`config.mk`:
```
export PLATFORM = sky130hd
export DESIGN_NAME = mdio_responder
export DESIGN_NICKNAME = d
export VERILOG_FILES = /design/src/rtl/mdio_resp_pkg.sv /design/src/rtl/mdio_sync.sv /design/src/rtl/mdio_responder.sv
export SDC_FILE = /design/constraint.sdc
export NUM_CORES = 1
export LEC_CHECK = 0
export CAP_MARGIN = 15
export CORE_ASPECT_RATIO = 2
export CORE_MARGIN = 2
export CORE_UTILIZATION = 50
export CTS_BUF_LIST = sky130_fd_sc_hd__clkbuf_4 sky130_fd_sc_hd__clkbuf_8
export DETAILED_ROUTE_END_ITERATION = 7
export HOLD_SLACK_MARGIN = 0.03
export PLACE_DENSITY = 0.79
export SLEW_MARGIN = 25
export SYNTH_ARGS = -nofsm -noshare
export SYNTH_HDL_FRONTEND = slang
export SYNTH_HIERARCHICAL = 1
export SYNTH_SLANG_ARGS = --single-unit
export TNS_END_PERCENT = 1
```
`constraint.sdc`:
```
create_clock -name i_clk -period 2.41 [get_ports i_clk]
set_clock_uncertainty 0.05 [all_clocks]
set_input_delay 0.241 -clock i_clk [delete_from_list [all_inputs] [get_ports i_clk]]
set_output_delay 0.241 -clock i_clk [all_outputs]
set_load 0.05 [all_outputs]
```
`src/rtl/mdio_resp_pkg.sv`:
```
`default_nettype none
// ============================================================================
// Module   : mdio_resp_pkg
// Purpose  : Shared constants for the Clause-22 MDIO responder: FSM state
//            encoding, opcode values, preamble length and field widths.
// Ports    : none (package)
// Revision : 1.0 - initial release
// ============================================================================
package mdio_resp_pkg;

  localparam int DATA_W = 16;
  localparam int ADDR_W = 5;

  // Saturation point of the preamble ones counter.
  localparam logic [5:0] PREAMBLE_LEN = 6'd32;

  localparam logic [1:0] OP_READ  = 2'b10;
  localparam logic [1:0] OP_WRITE = 2'b01;

  // Frame decoder state encoding.
  localparam logic [2:0] S_PRE   = 3'd0;
  localparam logic [2:0] S_ST    = 3'd1;
  localparam logic [2:0] S_OP    = 3'd2;
  localparam logic [2:0] S_PHYAD = 3'd3;
  localparam logic [2:0] S_REGAD = 3'd4;
  localparam logic [2:0] S_TA    = 3'd5;
  localparam logic [2:0] S_WDATA = 3'd6;
  localparam logic [2:0] S_RDATA = 3'd7;

  function automatic logic op_is_valid(input logic [1:0] op);
    return (op == OP_READ) || (op == OP_WRITE);
  endfunction

endpackage
`default_nettype wire

```
`src/rtl/mdio_sync.sv`:
```
`default_nettype none
// ============================================================================
// Module   : mdio_sync
// Purpose  : 2-FF synchronizers for the asynchronous MDC and MDIO pad inputs,
//            plus a registered single-cycle MDC rising-edge pulse. The MDIO
//            sample is delayed to line up with the edge pulse.
// Ports    : clk, rst      - system clock, synchronous active-high reset
//            mdc, mdio     - raw pad inputs
//            mdc_rise      - 1-cycle pulse, 3 clk after the MDC pin rises
//            mdio_bit      - MDIO value associated with mdc_rise
// Revision : 1.0 - initial release
// ============================================================================
module mdio_sync (
  input  logic clk,
  input  logic rst,
  input  logic mdc,
  input  logic mdio,
  output logic mdc_rise,
  output logic mdio_bit
);

  // [0],[1] form the synchronizer; [2] is the history tap for edge detect.
  logic [2:0] mdc_ff;
  logic [1:0] mdio_ff;

  always_ff @(posedge clk) begin
    if (rst) begin
      mdc_ff   <= 3'b000;
      mdio_ff  <= 2'b00;
      mdc_rise <= 1'b0;
      mdio_bit <= 1'b0;
    end else begin
      mdc_ff   <= {mdc_ff[1:0], mdc};
      mdio_ff  <= {mdio_ff[0], mdio};
      mdc_rise <= mdc_ff[1] & ~mdc_ff[2];
      mdio_bit <= mdio_ff[1];
    end
  end

endmodule
`default_nettype wire

```
`src/rtl/mdio_responder.sv`:
```
`default_nettype none
// ============================================================================
// Module   : mdio_responder
// Purpose  : Clause-22 MDIO management responder (PHY side). Decodes read and
//            write frames addressed to PHY_ADDR and drives a simple register
//            access port. The MDIO line is driven only during read TA bit 2
//            and the 16 read data bits; the parent wires o_mdio/o_mdio_t/
//            i_mdio to an iobuf_tech pad.
// Ports    : i_clk, i_rst          - system clock (>= 8x MDC), sync reset
//            i_mdc, i_mdio         - asynchronous pad inputs
//            o_mdio, o_mdio_t      - pad drive value and tristate (1 = Z)
//            o_reg_addr            - register address of current/last frame
//            o_reg_rd, i_reg_rdata - read strobe; data valid 2 clk later
//            o_reg_wr, o_reg_wdata - write strobe and data
//            o_frame_err           - pulse on invalid ST or OP
// Config   : MDIO_RESP_PREAMBLE_SUPPRESS_EN - when defined, a single preamble
//            one is enough to accept ST; otherwise 32 ones are required.
// Revision : 1.0 - initial release
// ============================================================================
module mdio_responder
  import mdio_resp_pkg::*;
#(
  parameter logic [ADDR_W-1:0] PHY_ADDR = 5'd1
) (
  input  logic              i_clk,
  input  logic              i_rst,
  input  logic              i_mdc,
  input  logic              i_mdio,
  output logic              o_mdio,
  output logic              o_mdio_t,
  output logic [ADDR_W-1:0] o_reg_addr,
  output logic              o_reg_rd,
  input  logic [DATA_W-1:0] i_reg_rdata,
  output logic              o_reg_wr,
  output logic [DATA_W-1:0] o_reg_wdata,
  output logic              o_frame_err
);

`ifdef MDIO_RESP_PREAMBLE_SUPPRESS_EN
  localparam logic [5:0] PRE_REQ = 6'd1;
`else
  localparam logic [5:0] PRE_REQ = PREAMBLE_LEN;
`endif

  logic              mdc_rise;
  logic              mdio_bit;

  logic [2:0]        state;
  logic [5:0]        pre_cnt;
  logic [3:0]        bit_cnt;
  logic [DATA_W-1:0] shreg;
  logic [1:0]        op;
  logic [DATA_W-1:0] rdata_sh;
  logic              rd_d1;
  logic              rd_d2;
  logic [ADDR_W-1:0] field5;

  mdio_sync u_sync (
    .clk      (i_clk),
    .rst      (i_rst),
    .mdc      (i_mdc),
    .mdio     (i_mdio),
    .mdc_rise (mdc_rise),
    .mdio_bit (mdio_bit)
  );

  // 5-bit field including the bit arriving on this edge.
  assign field5 = {shreg[3:0], mdio_bit};

  always_ff @(posedge i_clk) begin
    if (i_rst) begin
      state       <= S_PRE;
      pre_cnt     <= 6'd0;
      bit_cnt     <= 4'd0;
      shreg       <= '0;
      op          <= 2'b00;
      rdata_sh    <= '0;
      rd_d1       <= 1'b0;
      rd_d2       <= 1'b0;
      o_mdio      <= 1'b0;
      o_mdio_t    <= 1'b1;
      o_reg_addr  <= '0;
      o_reg_rd    <= 1'b0;
      o_reg_wr    <= 1'b0;
      o_reg_wdata <= '0;
      o_frame_err <= 1'b0;
    end else begin
      o_reg_rd    <= 1'b0;
      o_reg_wr    <= 1'b0;
      o_frame_err <= 1'b0;

      // Register file returns data two cycles after the read strobe; the
      // capture always lands well before TA ends at the minimum clock ratio.
      rd_d1 <= o_reg_rd;
      rd_d2 <= rd_d1;
      if (rd_d2) begin
        rdata_sh <= i_reg_rdata;
      end

      if (mdc_rise) begin
        case (state)
          S_PRE: begin
            if (mdio_bit) begin
              if (pre_cnt != PREAMBLE_LEN) begin
                pre_cnt <= pre_cnt + 6'd1;
              end
            end else begin
              // This zero is the first ST bit when the preamble was long enough.
              pre_cnt <= 6'd0;
              if (pre_cnt >= PRE_REQ) begin
                state <= S_ST;
              end
            end
          end

          S_ST: begin
            bit_cnt <= 4'd0;
            if (mdio_bit) begin
              state <= S_OP;
            end else begin
              o_frame_err <= 1'b1;
              state       <= S_PRE;
            end
          end

          S_OP: begin
            shreg   <= {shreg[DATA_W-2:0], mdio_bit};
            bit_cnt <= bit_cnt + 4'd1;
            if (bit_cnt == 4'd1) begin
              bit_cnt <= 4'd0;
              op      <= {shreg[0], mdio_bit};
              if (op_is_valid({shreg[0], mdio_bit})) begin
                state <= S_PHYAD;
              end else begin
                o_frame_err <= 1'b1;
                state       <= S_PRE;
              end
            end
          end

          S_PHYAD: begin
            shreg   <= {shreg[DATA_W-2:0], mdio_bit};
            bit_cnt <= bit_cnt + 4'd1;
            if (bit_cnt == 4'd4) begin
              bit_cnt <= 4'd0;
              // A frame for another PHY is dropped without any indication.
              state   <= (field5 == PHY_ADDR) ? S_REGAD : S_PRE;
            end
          end

          S_REGAD: begin
            shreg   <= {shreg[DATA_W-2:0], mdio_bit};
            bit_cnt <= bit_cnt + 4'd1;
            if (bit_cnt == 4'd4) begin
              bit_cnt    <= 4'd0;
              o_reg_addr <= field5;
              o_reg_rd   <= (op == OP_READ);
              state      <= S_TA;
            end
          end

          S_TA: begin
            bit_cnt <= bit_cnt + 4'd1;
            if (op == OP_READ) begin
              if (bit_cnt == 4'd0) begin
                // Take the line for TA bit 2 and present the required zero.
                o_mdio_t <= 1'b0;
                o_mdio   <= 1'b0;
              end else begin
                o_mdio  <= rdata_sh[DATA_W-1];
                bit_cnt <= 4'd0;
                state   <= S_RDATA;
              end
            end else if (bit_cnt == 4'd1) begin
              bit_cnt <= 4'd0;
              state   <= S_WDATA;
            end
          end

          S_RDATA: begin
            bit_cnt <= bit_cnt + 4'd1;
            if (bit_cnt == 4'd15) begin
              // Bit 0 has been on the line for a full period.
              o_mdio_t <= 1'b1;
              o_mdio   <= 1'b0;
              bit_cnt  <= 4'd0;
              state    <= S_PRE;
            end else begin
              o_mdio <= rdata_sh[4'd14 - bit_cnt];
            end
          end

          S_WDATA: begin
            shreg   <= {shreg[DATA_W-2:0], mdio_bit};
            bit_cnt <= bit_cnt + 4'd1;
            if (bit_cnt == 4'd15) begin
              o_reg_wdata <= {shreg[DATA_W-2:0], mdio_bit};
              o_reg_wr    <= 1'b1;
              bit_cnt     <= 4'd0;
              state       <= S_PRE;
            end
          end

          default: begin
            state   <= S_PRE;
            pre_cnt <= 6'd0;
          end
        endcase
      end
    end
  end

endmodule
`default_nettype wire

```
==> impl_metrics.ini <==
[drt]
drc = 0
drtIter0Drc = 119
final_antenna_net_count = 0
vias = 2679
first_pass_iters = 5
wl_per_cell_um = 13.43
vias_per_cell = 5.347
wirelength_um = 6726

[timing]
hold_violations = 0
finalSetupTns_ns = 0
worstMarginPinSlew_ns = 0.8750
slew_viol_final = 0
rsz0062_at_grt = no
maxSlewHeadroom = 0.4158
timing.fmax_ghz = 0.4779
fin_crit_sh = 0.8683
finalSetupViolCount = 0
min_period_ns = 2.093

[final_layout]
final_cell_area_mm2 = 0.004183
n_fill_cell = 588
antenna_cells = 0
nets = 434
syn2layout_area_growth_pct = 22.19
drive_gt1_frac = 0.09443

[clocking]
htree_levels = 3
cts_root_buffer = clkbuf_8
clk_pin_slew_ns = 0.08
ctsResizeCount = 0
clockBufferDepth = 2
numCtsBuffers = 9
cts_setup_buffers = 0
cts_tree = done
cts_sinks = 81
clk_latency_ns = 0.36
hold_buffers = 0

[placed_design]
postPlaceCellArea_mm2 = 0.003965
gp_congestion = 0.8372
portBuffers = 45
dp_hpwl_um = 4959

[global_route]
gr-total-overflow = 0
grt_pass1_vias = 2527
grt_first_pass_wirelength_um = 11360
gr-usage-all-layers = 0.1923
antenna_found_initial = 0
grt_max_degree = 49

[setup_path]
worstSetupPathType = flip-flop to flip-flop
path_max_fanout = 4
slowest_stage = mux4_1
crit_arrival_ns = 2.31
start_kind = flip-flop
end_kind = flip-flop
crit_required_ns = 2.62
cp_cell_sequence = inv_1 -> ha_1 -> mux4_1 -> mux4_2 -> a21o_1
max_stage_delay_ns = 0.54

[power_and_ir_drop]
power.internal_mw = 1.986
p_sw_uw = 504.2
p_total_mw = 2.490
seqPwrFrac = 0.541
irDropWorstVdd_v = 0.0004828
power_density_mw_per_mm2 = 595.4
p_leak_nw = 1.647
p_sw_frac = 0.2025
power_frac_comb = 0.028
p_clk_frac = 0.432

[floorplanning]
row_count = 42
start_util = 0.5170
die_area_mm2 = 0.007565
die-height_um = 121.0
core-area_mm2 = 0.006621
die_width_um = 62.51
ios = 46

[yosys]
syn-num-nets = 389
synth_area_per_cell_um2 = 9.431
synth_seq_cells = 81
syn_area_mm2 = 0.003423
yosys_most_used_dff = dfxtp_1
synth_cells = 363
seq_area_frac_synth = 0.4737
ys_types = 51
ys.warnings.count = 6
synth_edf_count = 0
ys_async_sr_fraction = 0

[outcome]
outcome = complete, no violations

[hold_path]
hp-class = primary input to flip-flop

[run]
max_cap_viol_count = 0
[cell usage after synthesis, types with 3 or more instances]
cell type	number	area share
clkbuf_1	8	0.0088
buf_1	4	0.0044
and3_1	4	0.0073
mux2i_1	36	0.11
nand2_1	41	0.045
a21o_1	3	0.0066
nor2b_1	12	0.022
mux4_1	4	0.031
nand3_1	4	0.0058
or3b_2	3	0.0077
o21ai_0	6	0.0088
dfxtp_1	81	0.47
nand4_1	3	0.0055
xor2_1	4	0.010
nor2_1	59	0.065
nand2b_1	4	0.0073
buf_2	6	0.0088
inv_1	8	0.0088
nand3b_1	4	0.0088
a21oi_1	25	0.037
ha_1	6	0.022
[per-layer routing]
layer  vias up  routed length [µm]  track usage
met5         -                   0            0
met3        19                 261      0.05009
li1       1333                   -            -
met2        63                3723       0.3555
met1      1264                2526       0.1880
met4         0                 215       0.1139
[critical path, delay by kind of cell (launching register included)]
family | cells | cell delay, ns
DFF | 1 | 0.38
muxes | 2 | 1.01
buffers and inverters | 1 | 0.08
adders and majority gates | 1 | 0.30
AOI/OAI and AO/OA | 1 | 0.18
[flip-flops by register name (all words and copies together), names as in the netlist, 3 cells and up]
register / count
bit_cnt: 4
o_reg_addr: 5
o_reg_wdata: 16
pre_cnt: 6
rdata_sh: 16
shreg: 15
state: 3
u_sync/mdc_ff: 3
[stage by stage]
stage | worst slack, ns | utilization | hold slack [ns] | instances
6_report | 0.3173 | 0.6317 | 0.2120 | 501
3_5_place_dp | 0.3197 | 0.5988 | 0.3481 | 485
4_1_cts | 0.3205 | 0.6317 | 0.2041 | 501
5_1_grt | 0.2220 | 0.6317 | 0.2338 | 501
3_3_place_gp | 0.3574 | 0.5988 | 0.3461 | 485
2_1_floorplan | 0.2141 | - | 0.2617 | 363
[logic make-up after synthesis]
family,Yosys count,synth area share
and+or+nand+nor,151,0.2182
DFF,81,0.4737
AOI/OAI and AO/OA,49,0.08992
muxes,41,0.1425
buffers and inverters,29,0.03838
xor gates and xnor gates,6,0.01535
adders and majority gates,6,0.02193
[final timing paths]
path              cells after the start                        start                         end  slack [ns]
setup / recovery                      5      bit_cnt[1]$_SDFFE_PP0P_         o_mdio$_SDFFE_PP0P_        0.32
hold reg to reg                       1  u_sync/mdc_ff[2]$_SDFF_PP0_  u_sync/mdc_rise$_SDFF_PP0_        0.36
setup reg to reg                      5      bit_cnt[1]$_SDFFE_PP0P_         o_mdio$_SDFFE_PP0P_        0.32
hold / removal                        2                        i_rst   rdata_sh[13]$_SDFFE_PP0P_        0.21
[power by group through the flow]
stage	combinational [mW]	sequential [mW]	clock (mW)
2_1_floorplan	0.0274	1.38	0
3_3_place_gp	0.0687	1.38	0
3_5_place_dp	0.0700	1.38	0
4_1_cts	0.0701	1.35	1.10
5_1_grt	0.0754	1.35	1.16
6_report	0.0690	1.35	1.08
[layout make-up]
class	instances	area (µm²)	area share
multi-input combinational	253	1670	0.3993
clock buffer	11	138.9	0.03320
sequential	81	1622	0.3877
clock inverter	5	78.83	0.01885
timing repair buffer	55	533.0	0.1274
inverter	8	30.03	0.007179
tap	88	110.1	0.02632
[layout by cell type (no fill, tap or decap), types with 3 or more instances in the layout]
master / n
buf_4: 9
nor2_1: 59
o21ai_0: 6
clkbuf_8: 9
nand4_1: 3
dfxtp_1: 81
nand2_1: 41
ha_1: 6
clkdlybuf4s50_1: 44
or3b_2: 3
and3_1: 4
nand3_1: 4
xor2_1: 4
nand3b_1: 4
mux2i_1: 36
a21o_1: 3
nand2b_1: 4
mux4_1: 4
nor2b_1: 12
a21oi_1: 25
inv_1: 8
No activity file was read; power rests on OpenSTA's default activity.
